File: config.mk
export PLATFORM = sky130hd
export DESIGN_NAME = keypad_scanner_flat
export DESIGN_NICKNAME = d
export VERILOG_FILES = /design/src/rtl/keypad_pkg.sv /design/src/rtl/keypad_scanner_if.sv /design/src/rtl/keypad_tick_gen.sv /design/src/rtl/keypad_scanner.sv /design/src/flat_wrapper.sv
export SDC_FILE = /design/constraint.sdc
export NUM_CORES = 1
export LEC_CHECK = 0
export BUFFER_PORTS_ARGS = -buffer_cell sky130_fd_sc_hd__buf_2
export CORE_ASPECT_RATIO = 1.5
export CORE_MARGIN = 8
export CORE_UTILIZATION = 40
export CTS_BUF_LIST = sky130_fd_sc_hd__clkbuf_4 sky130_fd_sc_hd__clkbuf_8
export DETAILED_ROUTE_END_ITERATION = 16
export SLEW_MARGIN = 30
export SYNTH_ARGS = -nofsm -noshare
export SYNTH_HDL_FRONTEND = slang
export SYNTH_SLANG_ARGS = --single-unit
File: constraint.sdc
create_clock -name clk -period 11.3 [get_ports clk]
set_input_delay 1.13 -clock clk [delete_from_list [all_inputs] [get_ports clk]]
set_output_delay 1.13 -clock clk [all_outputs]
set_load 0.01 [all_outputs]
File: src/rtl/keypad_pkg.sv
// Shared types and helpers for the 4x4 keypad scanner.
//   state_t    : press/release FSM states
//   scan_cls_t : result of classifying one full scan snapshot
//   classify() : counts pressed keys in a snapshot and returns the class
//                and, for a single key, its code (row*4 + col).
package keypad_pkg;
  localparam int NUM_ROWS = 4;
  localparam int NUM_COLS = 4;
  localparam int NUM_KEYS = NUM_ROWS * NUM_COLS;

  typedef enum logic [1:0] {IDLE, DEBOUNCE, PRESSED} state_t;
  typedef enum logic [1:0] {NONE, SINGLE, MULTI} scan_cls_t;

  typedef struct packed {
    scan_cls_t  cls;
    logic [3:0] code;
  } scan_res_t;

  function automatic scan_res_t classify(input logic [NUM_KEYS-1:0] snap);
    scan_res_t res;
    int        n;
    res.cls  = NONE;
    res.code = '0;
    n        = 0;
    for (int i = 0; i < NUM_KEYS; i++) begin
      if (snap[i]) begin
        n++;
        res.code = 4'(i);
      end
    end
    if (n == 1)     res.cls = SINGLE;
    else if (n > 1) res.cls = MULTI;
    return res;
  endfunction
endpackage

File: src/rtl/keypad_scanner_if.sv
// Keypad pin and key-event bundle.
//   row       : keypad rows, active-low, asynchronous
//   col       : column drive, one-cold
//   key_code  : last accepted key code
//   key_valid : one-clk press-accepted pulse
//   key_held  : high while an accepted key is held
// master = scanner side, slave = board/consumer side.
interface keypad_scanner_if;
  logic [3:0] row;
  logic [3:0] col;
  logic [3:0] key_code;
  logic       key_valid;
  logic       key_held;

  modport master (input row, output col, output key_code, output key_valid, output key_held);
  modport slave  (output row, input col, input key_code, input key_valid, input key_held);
endinterface

File: src/rtl/keypad_tick_gen.sv
// Free-running column-step divider.
//   clk, reset : system clock, synchronous active-high reset
//   tick       : one-clk enable every SCAN_DIV clocks; the first one is
//                consumed SCAN_DIV clocks after reset is released.
module keypad_tick_gen #(
  parameter int SCAN_DIV = 250_000
) (
  input  logic clk,
  input  logic reset,
  output logic tick
);
  localparam int          W    = (SCAN_DIV > 1) ? $clog2(SCAN_DIV) : 1;
  localparam logic [W-1:0] LAST = W'(SCAN_DIV - 1);

  logic [W-1:0] cnt;

  always_ff @(posedge clk) begin
    if (reset)            cnt <= '0;
    else if (cnt == LAST) cnt <= '0;
    else                  cnt <= cnt + 1'b1;
  end

  assign tick = (cnt == LAST);
endmodule

File: src/rtl/keypad_scanner.sv
// 4x4 matrix keypad scanner with whole-scan debouncing.
//   clk, reset : system clock, synchronous active-high reset
//   kp         : keypad_scanner_if.master (row in; col, key_code,
//                key_valid, key_held out)
// Columns are driven one-cold and stepped on every tick; rows are sampled
// through a 2-flop synchronizer into a 16-bit snapshot. At the end of each
// full scan the snapshot is classified and a small FSM debounces presses
// and releases over DEBOUNCE_SCANS consecutive scans.
module keypad_scanner
  import keypad_pkg::*;
#(
  parameter int SCAN_DIV       = 250_000,
  parameter int DEBOUNCE_SCANS = 4
) (
  input logic              clk,
  input logic              reset,
  keypad_scanner_if.master kp
);
  localparam int           CW = $clog2(DEBOUNCE_SCANS + 1);
  localparam logic [CW-1:0] DB = CW'(DEBOUNCE_SCANS);

  logic                tick, scan_done;
  logic [3:0]          row_s1, row_s2;
  logic [1:0]          col_idx;
  logic [NUM_KEYS-1:0] snap, scan_now;
  scan_res_t           res;

  state_t      state, state_n;
  logic [3:0]  cand, cand_n, code_n;
  logic [CW-1:0] cnt, cnt_n, rel, rel_n;
  logic        held_n, accept;

  keypad_tick_gen #(.SCAN_DIV(SCAN_DIV)) u_tick (
    .clk   (clk),
    .reset (reset),
    .tick  (tick)
  );

  // Snapshot as it will look after this tick's capture, so the column-3
  // tick can classify the complete scan on the same edge.
  always_comb begin
    scan_now = snap;
    for (int r = 0; r < NUM_ROWS; r++)
      scan_now[r*NUM_COLS + int'(col_idx)] = ~row_s2[r];
  end

  assign scan_done = tick && (col_idx == 2'd3);
  assign res       = classify(scan_now);

  always_ff @(posedge clk) begin
    if (reset) begin
      row_s1  <= 4'hF;
      row_s2  <= 4'hF;
      col_idx <= '0;
      kp.col  <= 4'b1110;
      snap    <= '0;
    end else begin
      row_s1 <= kp.row;
      row_s2 <= row_s1;
      if (tick) begin
        snap    <= scan_now;
        col_idx <= col_idx + 2'd1;
        kp.col  <= ~(4'b0001 << (col_idx + 2'd1));
      end
    end
  end

  always_ff @(posedge clk) begin
    if (reset) begin
      state        <= IDLE;
      cand         <= '0;
      cnt          <= '0;
      rel          <= '0;
      kp.key_code  <= '0;
      kp.key_valid <= 1'b0;
      kp.key_held  <= 1'b0;
    end else begin
      state        <= state_n;
      cand         <= cand_n;
      cnt          <= cnt_n;
      rel          <= rel_n;
      kp.key_code  <= code_n;
      kp.key_valid <= accept;
      kp.key_held  <= held_n;
    end
  end

  always_comb begin
    state_n = state;
    cand_n  = cand;
    cnt_n   = cnt;
    rel_n   = rel;
    code_n  = kp.key_code;
    held_n  = kp.key_held;
    accept  = 1'b0;
    if (scan_done) begin
      unique case (state)
        IDLE: begin
          if (res.cls == SINGLE) begin
            cand_n = res.code;
            if (DB == CW'(1)) accept = 1'b1;
            else begin
              cnt_n   = CW'(1);
              state_n = DEBOUNCE;
            end
          end
        end
        DEBOUNCE: begin
          // A different key aborts; it is picked up fresh from IDLE later.
          if (res.cls == SINGLE && res.code == cand) begin
            if (cnt + 1'b1 == DB) accept = 1'b1;
            else                  cnt_n  = cnt + 1'b1;
          end else begin
            state_n = IDLE;
            cnt_n   = '0;
          end
        end
        PRESSED: begin
          if (res.cls == NONE) begin
            if (rel + 1'b1 == DB) begin
              held_n  = 1'b0;
              state_n = IDLE;
              rel_n   = '0;
            end else begin
              rel_n = rel + 1'b1;
            end
          end else begin
            rel_n = '0;
          end
        end
        default: state_n = IDLE;
      endcase
      if (accept) begin
        code_n  = cand_n;
        held_n  = 1'b1;
        state_n = PRESSED;
        cnt_n   = '0;
      end
    end
  end
endmodule

File: src/flat_wrapper.sv
// flat-port wrapper written by rule: the top's interface ports become plain ports
module keypad_scanner_flat import keypad_pkg::*;
#(
  parameter int SCAN_DIV       = 250_000,
  parameter int DEBOUNCE_SCANS = 4
)
  (clk, reset, kp_row, kp_col, kp_key_code, kp_key_valid, kp_key_held);
  keypad_scanner_if kp_i ();
  input logic clk;
  input logic reset;
  input wire logic [$bits(kp_i.row)-1:0] kp_row;
  output wire logic [$bits(kp_i.col)-1:0] kp_col;
  output wire logic [$bits(kp_i.key_code)-1:0] kp_key_code;
  output wire logic [$bits(kp_i.key_valid)-1:0] kp_key_valid;
  output wire logic [$bits(kp_i.key_held)-1:0] kp_key_held;
  assign kp_i.row = kp_row;
  assign kp_col = kp_i.col;
  assign kp_key_code = kp_i.key_code;
  assign kp_key_valid = kp_i.key_valid;
  assign kp_key_held = kp_i.key_held;
  keypad_scanner #(.SCAN_DIV(SCAN_DIV), .DEBOUNCE_SCANS(DEBOUNCE_SCANS)) u_core (.clk(clk), .reset(reset), .kp(kp_i));
endmodule
* Word-level counts from Yosys, hierarchy flattened
Cells that the tools add are included.
Word-level totals: bits in registers 66, input port bits 6, output and inout port bits 10, logic and storage cells 152
Operators by class: $add $sub $neg 22, $lt $le $gt $ge 9, equal/unequal tests 14, shift operators 1, multiplexer cells 68, bitwise logic cells 6, reduce and logical (&&, ||, !) cells 19
Operators with widths (number):
- 2-to-1 mux 32 bit | 15
- adder 32 x 2 -> 32 bit (second input constant) | 14
- greater-or-equal comparator 32 x 1 -> 1 bit (second input constant) | 3
- < comparator 32 x 6 -> 1 bit (second input constant) | 3
- bitwise mux 16 bit | 4
- 2-to-1 mux 4 bit | 10
- equality test 32 x 2 -> 1 bit (second input constant) | 1
- greater-than comparator 32 x 2 -> 1 bit (second input constant) | 1
- 2-to-1 mux 3 bit | 10
- adder 18 x 1 -> 18 bit (second input constant) | 1
- equality test 18 bit (second input constant) | 1
- 2-to-1 mux 2 bit | 9
- 2-to-1 mux 1 bit | 14
- demux 1 bit (select 4 bit) | 3
- adder 4 x 2 -> 5 bit (first input constant) | 2
- inequality test 3 x 1 -> 1 bit (second input constant) | 3
- AND reduction 4 bit | 2
- adder 3 x 1 -> 3 bit (second input constant) | 2
- equality test 3 bit (second input constant) | 2
- logical AND 1 bit | 6
- case mux 2 bit (3 select lines) | 1
- case mux 3 bit (2 select lines) | 1
- nonzero test 2 bit | 3
- < comparator 2 x 5 -> 1 bit (second input constant) | 1
- other kinds (18) | 27

* Depth between registers and ports, before layout
Gate-level depths: netlist of the first run.
word-level depth 49, depth in mapped cells 58, mapped depth without buffers 56

* Hierarchy
Synthesis of the first run repeated with hierarchy kept, for this count alone.
Unflattened totals: cells, all modules 645, area, all modules 5308.8 µm²
Modules (own cells, without submodules):
- keypad_scanner | instances 1, cells each 552, area each 4484.3 µm², seq. area each 960.9 µm²
- keypad_tick_gen | instances 1, cells each 93, area each 824.5 µm², seq. area each 360.3 µm²

* Worst setup path before layout of the first run
OpenSTA, ideal clock, no wires.
kind register to register, start reg u_core.col_idx[0], end reg u_core.kp.key_code[0], setup time 0.128 ns, arrival 10.994 ns, data required time 11.172 ns, path slack 0.178 ns, cell stages (with the launch flop) 53, path buffers 3, period minus slack after synthesis 11.122 ns, cells stage by stage dfxtp_1 -> ha_1 -> clkbuf_1 -> clkbuf_1 -> nor2_1 -> a21oi_1 -> ha_1 -> buf_2 -> nand2b_1 -> a211oi_1 -> o21ai_0 -> o21ai_0 -> ha_1 -> mux2_2 -> ha_1 -> and3b_1 -> a311oi_1 -> o311ai_1 -> [17 not listed] -> o21ai_0 -> inv_1 -> ha_1 -> and3_1 -> nand3_1 -> a2111oi_0 -> or4_4 -> nor4_4 -> xnor2_1 -> o21ai_1 -> inv_1 -> or3_1 -> o211ai_2 -> a21bo_1 -> a2111o_1 -> a2111oi_4 -> mux2i_1 -> nor2_1
On the way: elaborated cells on any way between the ends 88, classes of those cells add/sub (18); order compare (9); eq/ne (4); mux (50); reduce/logical (7)
RTL lines:
- start: declaration | line keypad_scanner.sv:24 | logic [1:0] col_idx;
- start signal: assignment | line keypad_scanner.sv:62 | col_idx <= col_idx + 2'd1;
- adder 3 x 2 -> 4 bit (tied with other cells) | line keypad_scanner.sv:44 | scan_now[r*NUM_COLS + int'(col_idx)] = ~row_s2[r];
- greater-or-equal comparator 32 x 1 -> 1 bit (not written as such) (tied with other cells) | line keypad_scanner.sv:44
- logical AND 1 bit (not written as such) or 2-to-1 mux 1 bit (tied branches) | line keypad_scanner.sv:44
- 2-to-1 mux 1 bit (not written as such) or demux 1 bit (select 2 bit) (tied branches)
- demux 1 bit (select 4 bit) or bitwise mux 16 bit (tied branches)
- bitwise mux 16 bit (2 in series) | line keypad_scanner.sv:44
- bitwise mux 16 bit (*) | line keypad_scanner.sv:44
- via u_core.scan_now[1] | line keypad_scanner.sv:25 | logic [NUM_KEYS-1:0] snap, scan_now;
- [30 not listed]
- 2-to-1 mux 2 bit | line keypad_pkg.sv:32 | else if (n > 1) res.cls = MULTI;
- 2-to-1 mux 2 bit | line keypad_pkg.sv:31 | if (n == 1) res.cls = SINGLE;
- equality test 2 x 1 -> 1 bit | line keypad_scanner.sv:99, keypad_scanner.sv:110
- logical AND 1 bit | line keypad_scanner.sv:110 | if (res.cls == SINGLE && res.code == cand) begin
- 2-to-1 mux 1 bit | line keypad_scanner.sv:110
- 2-to-1 mux 1 bit | line keypad_scanner.sv:97 | unique case (state)
- 2-to-1 mux 1 bit | line keypad_scanner.sv:96 | if (scan_done) begin
- AND reduction 2 bit (no line)
- end signal: assignment | line keypad_scanner.sv:82 | kp.key_code <= code_n;
- end: declaration | line keypad_scanner_if.sv:15 | modport master (input row, output col, output key_code, output key_valid, output key_held);
Mark *: on every way through the listed nets, which the timed path passes. The rest lies on a longest branch. The select of a mux whose other input is x is not followed. A chain may end at the register's enable or synchronous reset.

* Worst setup path in the final report of the first run
start reg u_core.col_idx[1], end reg u_core.kp.key_held
On the way: elaborated cells on any way between the ends 91, classes of those cells add/sub (18); order compare (9); eq/ne (4); mux (49); reduce/logical (11)
RTL lines:
- adder 3 x 2 -> 4 bit (tied with other cells) | line keypad_scanner.sv:44
- greater-or-equal comparator 32 x 1 -> 1 bit (not written as such) (tied with other cells) | line keypad_scanner.sv:44
- logical AND 1 bit (not written as such) or 2-to-1 mux 1 bit (tied branches) | line keypad_scanner.sv:44
- 2-to-1 mux 1 bit (not written as such) or demux 1 bit (select 2 bit) (tied branches)
- demux 1 bit (select 4 bit) or bitwise mux 16 bit (tied branches)
- bitwise mux 16 bit (2 in series) | line keypad_scanner.sv:44
- bitwise mux 16 bit (*) | line keypad_scanner.sv:44
- via u_core.scan_now[1] | line keypad_scanner.sv:25
- [31 not listed]
- 2-to-1 mux 2 bit | line keypad_pkg.sv:31
- equality test 2 x 1 -> 1 bit | line keypad_scanner.sv:110
- logical AND 1 bit | line keypad_scanner.sv:110
- 2-to-1 mux 1 bit | line keypad_scanner.sv:110
- 2-to-1 mux 1 bit | line keypad_scanner.sv:97
- 2-to-1 mux 1 bit | line keypad_scanner.sv:96
- nonzero test 2 bit (no line)
- AND reduction 4 bit (no line)
- end signal: assignment | line keypad_scanner.sv:84 | kp.key_held <= held_n;
- end: declaration | line keypad_scanner_if.sv:15
Marks and branches as above.

==> results.md, run 1 <==
- Initial DRC Count: around 230
- Worst slew pin tran: between 0.8 and 0.9 ns
- Max_cap viols: 0
- Top-count cell post-synth: nand2_1
- Top-area cell type share of the netlist area: a little under a quarter
- DR WL/cell: between 15 and 20 um
- Via count: 5,300
- I/O pin count: 16
- Worst hold path startpoint: u_core.row_s1[2]
- Die footprint: about 18,000 sq um
- CTS H-Tree Depth: 3
- Worst reg2reg path startpoint: u_core.col_idx[1]
- CP dominant cell by count: ha_1
- M2 GR Usage: between 20% and 30%
- Starting Density: between 40% and 50%
- Final Non-Filler Cells: just over 900
- Power Density: between 80 and 90 nW/um^2
- RR Endpoint: u_core.kp.key_held
- Avg Cell Area, Syn: roughly 7.6 sq um
- Yosys cell types: 82
- Mapped Area: between 5000 and 6000 sq um
- Sinks on Clock Net: 66
- Crit path DAT: roughly 11 ns
- First-pass GRT wire length: approximately 23,000 um
- Area after DPL: approximately 5800 sq um
- Worst hold slack: 0.414 ns
- Die width: between 100 and 150 um
- Primary FF master, synth: dfxtp_1
- Number of global-route vias before repair: 4,999
- Top post-synthesis cells by area: dfxtp_1, xnor2_1, nand2_1, ha_1, nor2_1
- Skew final: 0.00987 ns
- Total CTS buffers: 9
- HP Class: flip-flop to flip-flop
- Ys Warns: 0
- CP max FO: 9
- Hpwl dp: between 10,000 and 15,000 um
- Clock-pin slew on the worst setup and hold paths: approximately 0.08 ns
- Crit start category: flip-flop
- Crit path required time: 11.53 ns
- Gr usage total: around 15%
- Fin. Hold Viols: 0
- EDFF count, synth: 0
- Vias per Instance: 5.82
- Clock latency at the later pin of the worst-skew pair: roughly 0.34 ns
- CTS Hold Buffers Added: 0
- Worst Hold End: u_core.row_s2[2]
- I/O Buffers: 15
- Register area share after synthesis: about a quarter
- Worst Reg-to-Reg Cells: between 50 and 60
- CP max stage delay: about 0.62 ns
- Commonest cells in the netlist: nand2_1, nor2_1, dfxtp_1
- P&R area growth vs syn: 12.5%
- Async S/R FF share, synth: 0%
- Setup violations, final: 0
- Status: complete, no violations
- DRT Pass-1 Iters: 7
- Core Box Area: 13,500 sq um
- Fin. max-slew vios: 0
- Layout cells sized above 1: between 15 and 20%
- Final period util: a little over nine tenths
- Global routing's busiest layer: met2
- Yosys reg bits: between 60 and 70
- Nets: about 770
- DRT Wirelength: ~14,000 um
- Final-layout fill cell count: roughly 1,300
- Hold-critical path depth: 1
- Type of the worst setup path: flip-flop to flip-flop
- Net count after synthesis: roughly 750
- Crit. End Element: flip-flop
- Crit path max-delay cell type: or4_1
- Maximum number of pins on one net before global-route repair: between 40 and 50
- GP Congestion: 0.857
- Post-route ant nets: 0
- Synth area leader: dfxtp_1
- Placed cell count: between 800 and 900
- Min Clock Period, post-route: ~11 ns
- DRC: 0
- Antenna cells: 0
- TritonCTS clock tree: built
- Met3 Usage GRT: 2.30%
- Post-Layout Inst Area: ~6200 sq um
- Reg2reg setup slack: 0.60 ns
- Worst vdd ir: about 0.00014 V
- LEAKAGE: around 2.3 nW
- GR Util met1: between 15 and 20%
- Row cnt: 52
- Die height: between 150 and 200 um
- GRT overflow: 0
- Cells after Synth: slightly above 700
- Deepest clock path buffer count: 2
- Antenna violations before repair: 0
- Relative slew slack: a little over two fifths
- Fmax: approximately 93 MHz
- Clock root cell: clkbuf_8
layout by cell type (no fill, tap or decap), drive strengths merged, types with 6 or more instances in the layout:
cell type	instances
nand2b	12
and3	9
or4	7
nand3	29
xor2	15
nor3	14
o2111ai	8
buf	36
mux2i	6
nand4	13
a2111oi	10
or2	18
dfxtp	66
nor2b	11
nor4	12
clkbuf	10
o211ai	9
a31oi	7
and2	8
xnor2	43
inv	19
o21ai	39
ha	25
or3	8
nand2	96
a21oi	52
nor2	81
how the worst max path moves through the flow:
stage	from	to	slack, ns
floorplan	u_core.col_idx[0]	u_core.kp.key_code[0]	0.18
global placement	u_core.col_idx[0]	u_core.kp.key_held	0.35
detailed placement	u_core.col_idx[0]	u_core.kp.key_held	0.01
CTS	u_core.col_idx[0]	u_core.kp.key_code[0]	0.09
global route	u_core.col_idx[1]	u_core.kp.key_code[1]	-0.11
finish	u_core.col_idx[1]	u_core.kp.key_held	0.60
per-stage QoR:
| stage | utilization [%] | total power (W) | TNS [ns] | worst slack (ns) |
|---|---|---|---|---|
| after floorplan | - | 0.000278 | 0 | 0.178 |
| after detailed placement | 42.7 | 0.000287 | 0 | 0.0123 |
| final | 46.1 | 0.000505 | 0 | 0.603 |
| after global placement | 42.7 | 0.000286 | 0 | 0.346 |
| after global routing | 46.1 | 0.000529 | -0.664 | -0.108 |
| after CTS | 44.6 | 0.000510 | 0 | 0.0919 |
registers in the layout (all words and copies together), names as in the netlist:
register             flops
u_core.row_s2            4
u_core.rel               3
u_core.snap             16
u_core.u_tick.cnt       18
u_core.kp.key_held       1
u_core.col_idx           2
u_core.kp.key_code       4
u_core.row_s1            4
u_core.cand              4
u_core.kp.col            4
u_core.cnt               3
u_core.state             2
u_core.kp.key_valid      1
critical path: cells and delay by family, from the launching register on:
kind	cells	cell delay (ns)
AO/OA/AOI/OAI	16	2.62
XOR/XNOR	2	0.55
adder cells (fa/ha/maj)	10	2.74
buffers and inverters	6	0.62
flip-flops	1	0.36
multiplexers	3	0.76
AND/OR/NAND/NOR	14	2.91
layer usage:
metal / vias up / part of all wire [%]
met5: - / 0
li1: 2674 / -
met3: 30 / 2.5
met1: 2484 / 42
met2: 112 / 52
met4: 0 / 3.6
what timing repair did:
item                                    in CTS  in global routing
endpoints found under the setup margin       7                 18
pin swaps                                    1                 14
buffers inserted                             1                  9
gates resized for setup                      5                 29
power breakdown:
group          total (W)  internal [W]  switching [W]  leakage [nW]
Combinational  0.0000473     0.0000192      0.0000281          1.69
Sequential      0.000238      0.000235     0.00000311         0.535
Clock           0.000219      0.000127      0.0000922         0.106
cell families (layout without fill, tap and decap cells):
| group | Yosys count | in the layout | synth area share [%] |
|---|---|---|---|
| muxes | 8 | 8 | 1.50 |
| AOI/OAI and AO/OA | 176 | 176 | 22.3 |
| buffers and inverters | 46 | 71 | 3.54 |
| and+or+nand+nor | 339 | 339 | 31.6 |
| DFF | 66 | 66 | 24.0 |
| xor gates and xnor gates | 63 | 63 | 11.4 |
| adders and majority gates | 25 | 25 | 5.68 |
area by class of cell:
| class | count | area (sq um) | area share (%) |
|---|---|---|---|
| timing repair buffer | 36 | 233 | 3.75 |
| inverter | 19 | 71.3 | 1.15 |
| clock buffer | 10 | 131 | 2.12 |
| multi-input combinational | 611 | 4150 | 66.9 |
| tap | 162 | 203 | 3.27 |
| clock inverter | 6 | 88.8 | 1.43 |
| sequential | 66 | 1320 | 21.3 |
No activity file was read; power rests on OpenSTA's default activity.
==> inputs of run 2 (changes only) <==
--- a/config.mk
+++ b/config.mk
@@ -8,7 +8,7 @@
 export BUFFER_PORTS_ARGS = -buffer_cell sky130_fd_sc_hd__buf_2
 export CORE_ASPECT_RATIO = 1.5
 export CORE_MARGIN = 8
-export CORE_UTILIZATION = 40
+export CORE_UTILIZATION = 35
 export CTS_BUF_LIST = sky130_fd_sc_hd__clkbuf_4 sky130_fd_sc_hd__clkbuf_8
 export DETAILED_ROUTE_END_ITERATION = 16
 export SLEW_MARGIN = 30
==> run 2 against run 1 <==
Clock skew is 0.0036 ns higher. Maximum frequency grew 0.70%. Critical path depth grew 2. Utilization down 5.9 points. Critical endpoint is now u_core.kp.key_code[2].
==> results.md, run 2 (synthesis results as in run 1) <==
- Worst hold slack: 0.410 ns (-0.00434 ns)
- CTS Hold Buffers Added: 0 (unchanged)
- Starting Density: 35.4% (-5.5 points)
- Final period util: 94.0% (-0.66 points)
- Antenna violations before repair: 0 (unchanged)
- Vias per Instance: 5.41 (-7.1%)
- CP max FO: 8 (-1)
- Via count: 5,169 (-2.5%)
- Status: complete, no violations
- Top reg by flops: u_core.u_tick.cnt
- Clock root cell: clkbuf_8
- Deepest clock path buffer count: 2 (unchanged)
- I/O Buffers: 15 (unchanged)
- Crit. End Element: flip-flop
- Commonest non-fill, non-tap cell in the layout: nand2_1
- Skew final: 0.0134 ns (+0.00355 ns)
- DRT Pass-1 Iters: 4 (-3)
- Setup violations, final: 0 (unchanged)
- Crit path DAT: 10.84 ns (-0.08 ns)
- Total CTS buffers: 9 (unchanged)
- Worst vdd ir: 0.000110 V (-22%)
- First-pass GRT wire length: 23,100 um (+0.33%)
- DR WL/cell: 14.3 um (-6.7%)
- Initial DRC Count: 161 (-30%)
- Post-route ant nets: 0 (unchanged)
- Max_cap viols: 0 (unchanged)
- GRT overflow: 0 (unchanged)
- Row cnt: 56 (+7.7%)
- Layout cells sized above 1: 14.8% (-0.75 points)
- Fmax: 94.1 MHz (+0.70%)
- Die width: 118 um (+5.9%)
- Worst slew pin tran: 0.877 ns (+0.0186 ns)
- Crit path max-delay cell type: or4_1
- Commonest non-fill, non-tap cells in the layout: nand2_1, nor2_1, dfxtp_1
- DRT Wirelength: 13,700 um (-2.1%)
- Crit start category: flip-flop
- HP Class: flip-flop to flip-flop
- DRC: 0 (unchanged)
- LEAKAGE: 2.35 nW (+0.74%)
- Fin. Hold Viols: 0 (unchanged)
- Die footprint: 20,100 sq um (+12%)
- Max reg flops: 18 (unchanged)
- Gr usage total: 13.5% (-1.8 points)
- Clock-pin slew on the worst setup and hold paths: 0.07 ns (about the same)
- Power Density: 80.8 nW/um^2 (-0.72%)
- Relative slew slack: 41.6% (-1.1 points)
- CP dominant cell by count: ha_1
- Hpwl dp: 10,300 um (-2.6%)
- CP max stage delay: 0.60 ns (-0.02 ns)
- I/O pin count: 16 (unchanged)
- Min Clock Period, post-route: 10.62 ns (-0.0749 ns)
- Number of global-route vias before repair: 4,905 (-1.9%)
- GP Congestion: 0.826 (-3.6%)
- Type of the worst setup path: flip-flop to flip-flop
- Maximum number of pins on one net before global-route repair: 46 (unchanged)
- Core Box Area: 15,600 sq um (+15%)
- CTS H-Tree Depth: 3 (unchanged)
- TritonCTS clock tree: built
- Nets: 778 (+0.52%)
- Utilization after layout: 40.1% (-5.9 points)
- Die height: 170 um (+6.2%)
- Clock latency at the later pin of the worst-skew pair: 0.35 ns (about the same)
- Antenna cells: 0 (unchanged)
- Sinks on Clock Net: 66 (unchanged)
- Crit path required time: 11.52 ns (about the same)
- Regs by FF count: u_core.u_tick.cnt (18), u_core.snap (16)
- Fin. max-slew vios: 0 (unchanged)
- P&R area growth vs syn: 13.3%
run 2: cell types whose count changed in the layout (fill, tap and decap cells not counted), sizes merged:
cell and delta:
buf +4, clkbuf -1, clkinvlp -2, clkinv +3
run 2: final timing paths:
kind | start | endpoint | slack [ns] | depth (start not counted)
max reg2reg | u_core.col_idx[0] | u_core.kp.key_code[2] | 0.68 | 53
min | u_core.row_s1[0] | u_core.row_s2[0] | 0.41 | 1
min reg2reg | u_core.row_s1[0] | u_core.row_s2[0] | 0.41 | 1
max | u_core.col_idx[0] | u_core.kp.key_code[2] | 0.68 | 53
run 2: routing by layer:
| metal | global-route usage [%] | routed length (um) | vias up | part of all wire [%] |
|---|---|---|---|---|
| li1 | - | - | 2677 | - |
| met1 | 15.0 | 5920 | 2397 | 43 |
| met2 | 25.1 | 7130 | 73 | 52 |
| met3 | 2.26 | 315 | 22 | 2.3 |
| met4 | 5.47 | 299 | 0 | 2.2 |
| met5 | 0 | 0 | - | 0 |
run 2: report_power, final:
group	internal [W]	switching [W]
Sequential	0.000235	0.00000301
Clock	0.000124	0.0000941
Combinational	0.0000200	0.0000282
run 2: critical path, delay by kind of cell, from the launching register on:
| family | cells | cell delay [ns] |
|---|---|---|
| simple gates | 13 | 2.63 |
| flops | 1 | 0.37 |
| buf+inv | 7 | 0.68 |
| fa+ha+maj | 10 | 2.78 |
| mux | 4 | 0.93 |
| xor+xnor | 1 | 0.15 |
| compound gates | 18 | 2.95 |
run 2: metrics by stage:
| step | area [sq um] | setup WS, ns | total power [W] | std cells | TNS, ns |
|---|---|---|---|---|---|
| after floorplan | 5510 | 0.178 | 0.000278 | 723 | 0 |
| after global placement | 5850 | 0.436 | 0.000288 | 931 | 0 |
| after detailed placement | 5850 | 0.247 | 0.000288 | 931 | 0 |
| after CTS | 6070 | 0.204 | 0.000508 | 947 | 0 |
| after global routing | 6240 | -0.0579 | 0.000527 | 955 | -0.398 |
| final | 6240 | 0.678 | 0.000505 | 955 | 0 |
run 2: final cells by class:
cell class,instances,area [sq um]
Tap cell,203,254
Sequential cell,66,1330
Inverter,19,71.3
Multi-Input combinational cell,611,4110
Fill cell,1635,9310
Timing Repair Buffer,40,263
Clock inverter,7,92.6
Clock buffer,9,124
run 2: timing repair:
| action | in CTS | in global routing |
|---|---|---|
| gates resized for setup | 0 | 25 |
| setup buffers | 0 | 8 |
| endpoints found under the setup margin | 0 | 18 |
==> inputs of run 3 (changes only) <==
--- a/config.mk
+++ b/config.mk
@@ -5,6 +5,7 @@
 export SDC_FILE = /design/constraint.sdc
 export NUM_CORES = 1
 export LEC_CHECK = 0
+export ABC_AREA = 1
 export BUFFER_PORTS_ARGS = -buffer_cell sky130_fd_sc_hd__buf_2
 export CORE_ASPECT_RATIO = 1.5
 export CORE_MARGIN = 8
==> run 3 against run 2 <==
Via count is 4.8% lower. Flip-flop and latch count stayed put. Sequential power is essentially flat. Global-route usage is 2.2 points lower. Clock skew shrank 0.0080 ns. Sequential share of layout area increased by 1.2 points. Critical endpoint unchanged. Largest cell class unchanged.
==> results.md, run 3 <==
- Status: complete, no violations
- CP max stage delay: 0.39 ns (-0.21 ns)
- Antenna violations before repair: 0 (unchanged)
- CTS Hold Buffers Added: 0 (unchanged)
- Power Density: 82.4 nW/um^2 (+1.9%)
- Top Family by Delay on Critical Path: adder cells
- Top reg by flops: u_core.u_tick.cnt
- Placed cell count: 1,037 (+11%)
- Mapped Area: 5420 sq um (-1.6%)
- WP depth: 65 (+23%)
- CP dominant cell by count: nand2_1
- CTS H-Tree Depth: 3 (unchanged)
- Yosys reg bits: 66 (unchanged)
- Worst vdd ir: 0.0000958 V (-13%)
- Worst hold path startpoint: u_core.row_s1[2]
- Die width: 118 um (-0.69%)
- Critical path origin: u_core.col_idx[1]
- Cells after Synth: 836 (+16%)
- Fin. Hold Viols: 0 (unchanged)
- Setup bufs post-CTS: 0 (unchanged)
- Worst slew pin tran: 0.870 ns (-0.00645 ns)
- Top-area cell type share of the netlist area: 24.4% (+0.39 points)
- Hpwl dp: 8850 um (-14%)
- Commonest non-fill, non-tap cell in the layout: nand2_1
- I/O pin count: 16 (unchanged)
- Fmax: 99.0 MHz (+5.1%)
- DRC: 0 (unchanged)
- Starting Density: 35.8% (+0.39 points)
- Nets: 880 (+13%)
- Worst Path Buf+Inv: 11 (+4)
- Clock root cell: clkbuf_8
- Final period util: 89.4% (-4.6 points)
- HP Class: flip-flop to flip-flop
- Post-cts resize count: 0 (unchanged)
- Hold-critical path depth: 1 (unchanged)
- Worst Reg-to-Reg Cells: 65 (+23%)
- Layout cells sized above 1: 19.9% (+5.1 points)
- Reg2reg setup slack: 1.20 ns (+0.52 ns)
- Antenna cells: 0 (unchanged)
- EDFF count, synth: 0 (unchanged)
- Worst reg2reg path startpoint: u_core.col_idx[1]
- I/O Buffers: 15 (unchanged)
- GP Congestion: 0.832 (+0.64%)
- LEAKAGE: 2.97 nW (+26%)
- Crit. End Element: flip-flop
- Max_cap viols: 0 (unchanged)
- CP max FO: 8 (unchanged)
- Total CTS buffers: 9 (unchanged)
- Worst hold slack: 0.411 ns (+0.00157 ns)
- Commonest cells in the netlist: nand2_1, inv_1, nor2_1
- Async S/R FF share, synth: 0% (unchanged)
- Commonest non-fill, non-tap cells in the layout: nand2_1, inv_1, nor2_1
- Setup violations, final: 0 (unchanged)
- TritonCTS clock tree: built
- Number of global-route vias before repair: 4,693 (-4.3%)
- Type of the worst setup path: flip-flop to flip-flop
- Relative slew slack: 41.6% (+0.071 points)
- Crit path DAT: 10.40 ns (-0.44 ns)
- Register area share after synthesis: 24.4% (+0.39 points)
- Clock-pin slew on the worst setup and hold paths: 0.08 ns (about the same)
- Vias per Instance: 4.68 (-14%)
- Reg area: 1320 sq um (-0.38%)
- DR WL/cell: 10.4 um (-27%)
- Via count: 4,923 (-4.8%)
- Deepest clock path buffer count: 2 (unchanged)
- Maximum number of pins on one net before global-route repair: 40 (-13%)
- DRT Pass-1 Iters: 4 (unchanged)
- Die height: 168 um (-0.72%)
- Core Box Area: 15,100 sq um (-2.7%)
- RR Endpoint: u_core.kp.key_code[2]
- Crit path required time: 11.60 ns (+0.08 ns)
- Post-route ant nets: 0 (unchanged)
- Net count after synthesis: 867 (+15%)
- P&R area growth vs syn: 8.70%
- Avg Cell Area, Syn: 6.49 sq um (-15%)
- Area occupied by multi-input gates: 3500 sq um (-15%)
- Sinks on Clock Net: 66 (unchanged)
- Ys Warns: 0 (unchanged)
- Max reg flops: 18 (unchanged)
- Regs by FF count: u_core.u_tick.cnt (18), u_core.snap (16)
- Crit path max-delay cell type: o21ai_0
- Synth area leader: dfxtp_1
- Initial DRC Count: 171 (+6.2%)
- Worst Hold End: u_core.row_s2[2]
- Row cnt: 55 (-1.8%)
- Skew final: 0.00540 ns (-0.00802 ns)
- Min Clock Period, post-route: 10.10 ns (-0.519 ns)
- Final-layout fill cell count: 1,706 (+4.3%)
- Top-count cell post-synth: nand2_1
- First-pass GRT wire length: 19,400 um (-16%)
- Final Non-Filler Cells: 1,053 (+10%)
- Gr usage total: 11.3% (-2.2 points)
- DRT Wirelength: 11,000 um (-20%)
- Total Power: 0.000486 W (-3.8%)
- Top post-synthesis cells by area: dfxtp_1, nand2_1, inv_1, ha_1, nand3_1
- GRT overflow: 0 (unchanged)
- Crit start category: flip-flop
- Die footprint: 19,800 sq um (-1.4%)
- Yosys cell types: 41 (-50%)
- RSZ-0062 raised after global routing: false
- Fin. max-slew vios: 0 (unchanged)
- Final setup TNS: 0 ns (unchanged)
- Primary FF master, synth: dfxtp_1
- Clock latency at the later pin of the worst-skew pair: 0.35 ns (about the same)
run 3: worst max path at each step:
stage | to | slack (ns)
final | u_core.kp.key_code[2] | 1.20
after detailed placement | u_core.kp.key_code[2] | 1.03
after global placement | u_core.kp.key_code[0] | 1.14
after floorplan | u_core.kp.key_code[0] | 1.86
after CTS | u_core.kp.key_code[2] | 0.99
after global routing | u_core.kp.key_code[1] | 0.005
run 3: metal layers:
layer  part of all wire, %  GRT usage, %  vias to the layer above
met5                     0             0                        -
met1                    43          11.4                     2171
met2                    53          22.4                       45
met4                   1.6          4.47                        0
li1                      -             -                     2693
met3                   2.2          2.13                       14
run 3: area by class of cell:
| type | count | share of cell area, % |
|---|---|---|
| multi-input cells | 616 | 59.4 |
| flip-flops and latches | 66 | 22.4 |
| inverters | 141 | 9.02 |
| well taps | 199 | 4.22 |
| clock buffers | 11 | 2.57 |
| repair buffers | 15 | 1.27 |
| clock inverters | 5 | 1.06 |
run 3: cell families (layout without fill, tap and decap cells):
kind of cell             after synthesis  in the layout  share of synthesized area (%)
flip-flops                            66             66                           24.4
buffers and inverters                154            172                           11.1
XOR/XNOR                              10             10                           1.61
AND/OR/NAND/NOR                      482            482                           46.1
adder cells (fa/ha/maj)               25             25                           5.77
AO/OA/AOI/OAI                         99             99                           11.1
run 3: report_power, final:
group | switching, W | leakage [nW] | internal (W)
clock | 0.0000962 | 0.102 | 0.000115
sequential | 0.00000141 | 0.534 | 0.000235
combinational | 0.0000258 | 2.33 | 0.0000130
total | 0.000123 | 2.97 | 0.000362
run 3: through the flow:
stage	area, sq um	utilization [%]	setup WS [ns]
floorplan	5420	-	1.86
global placement	5680	37.5	1.14
detailed placement	5680	37.5	1.03
CTS	5890	38.9	0.989
global route	5900	38.9	0.00549
finish	5900	38.9	1.20
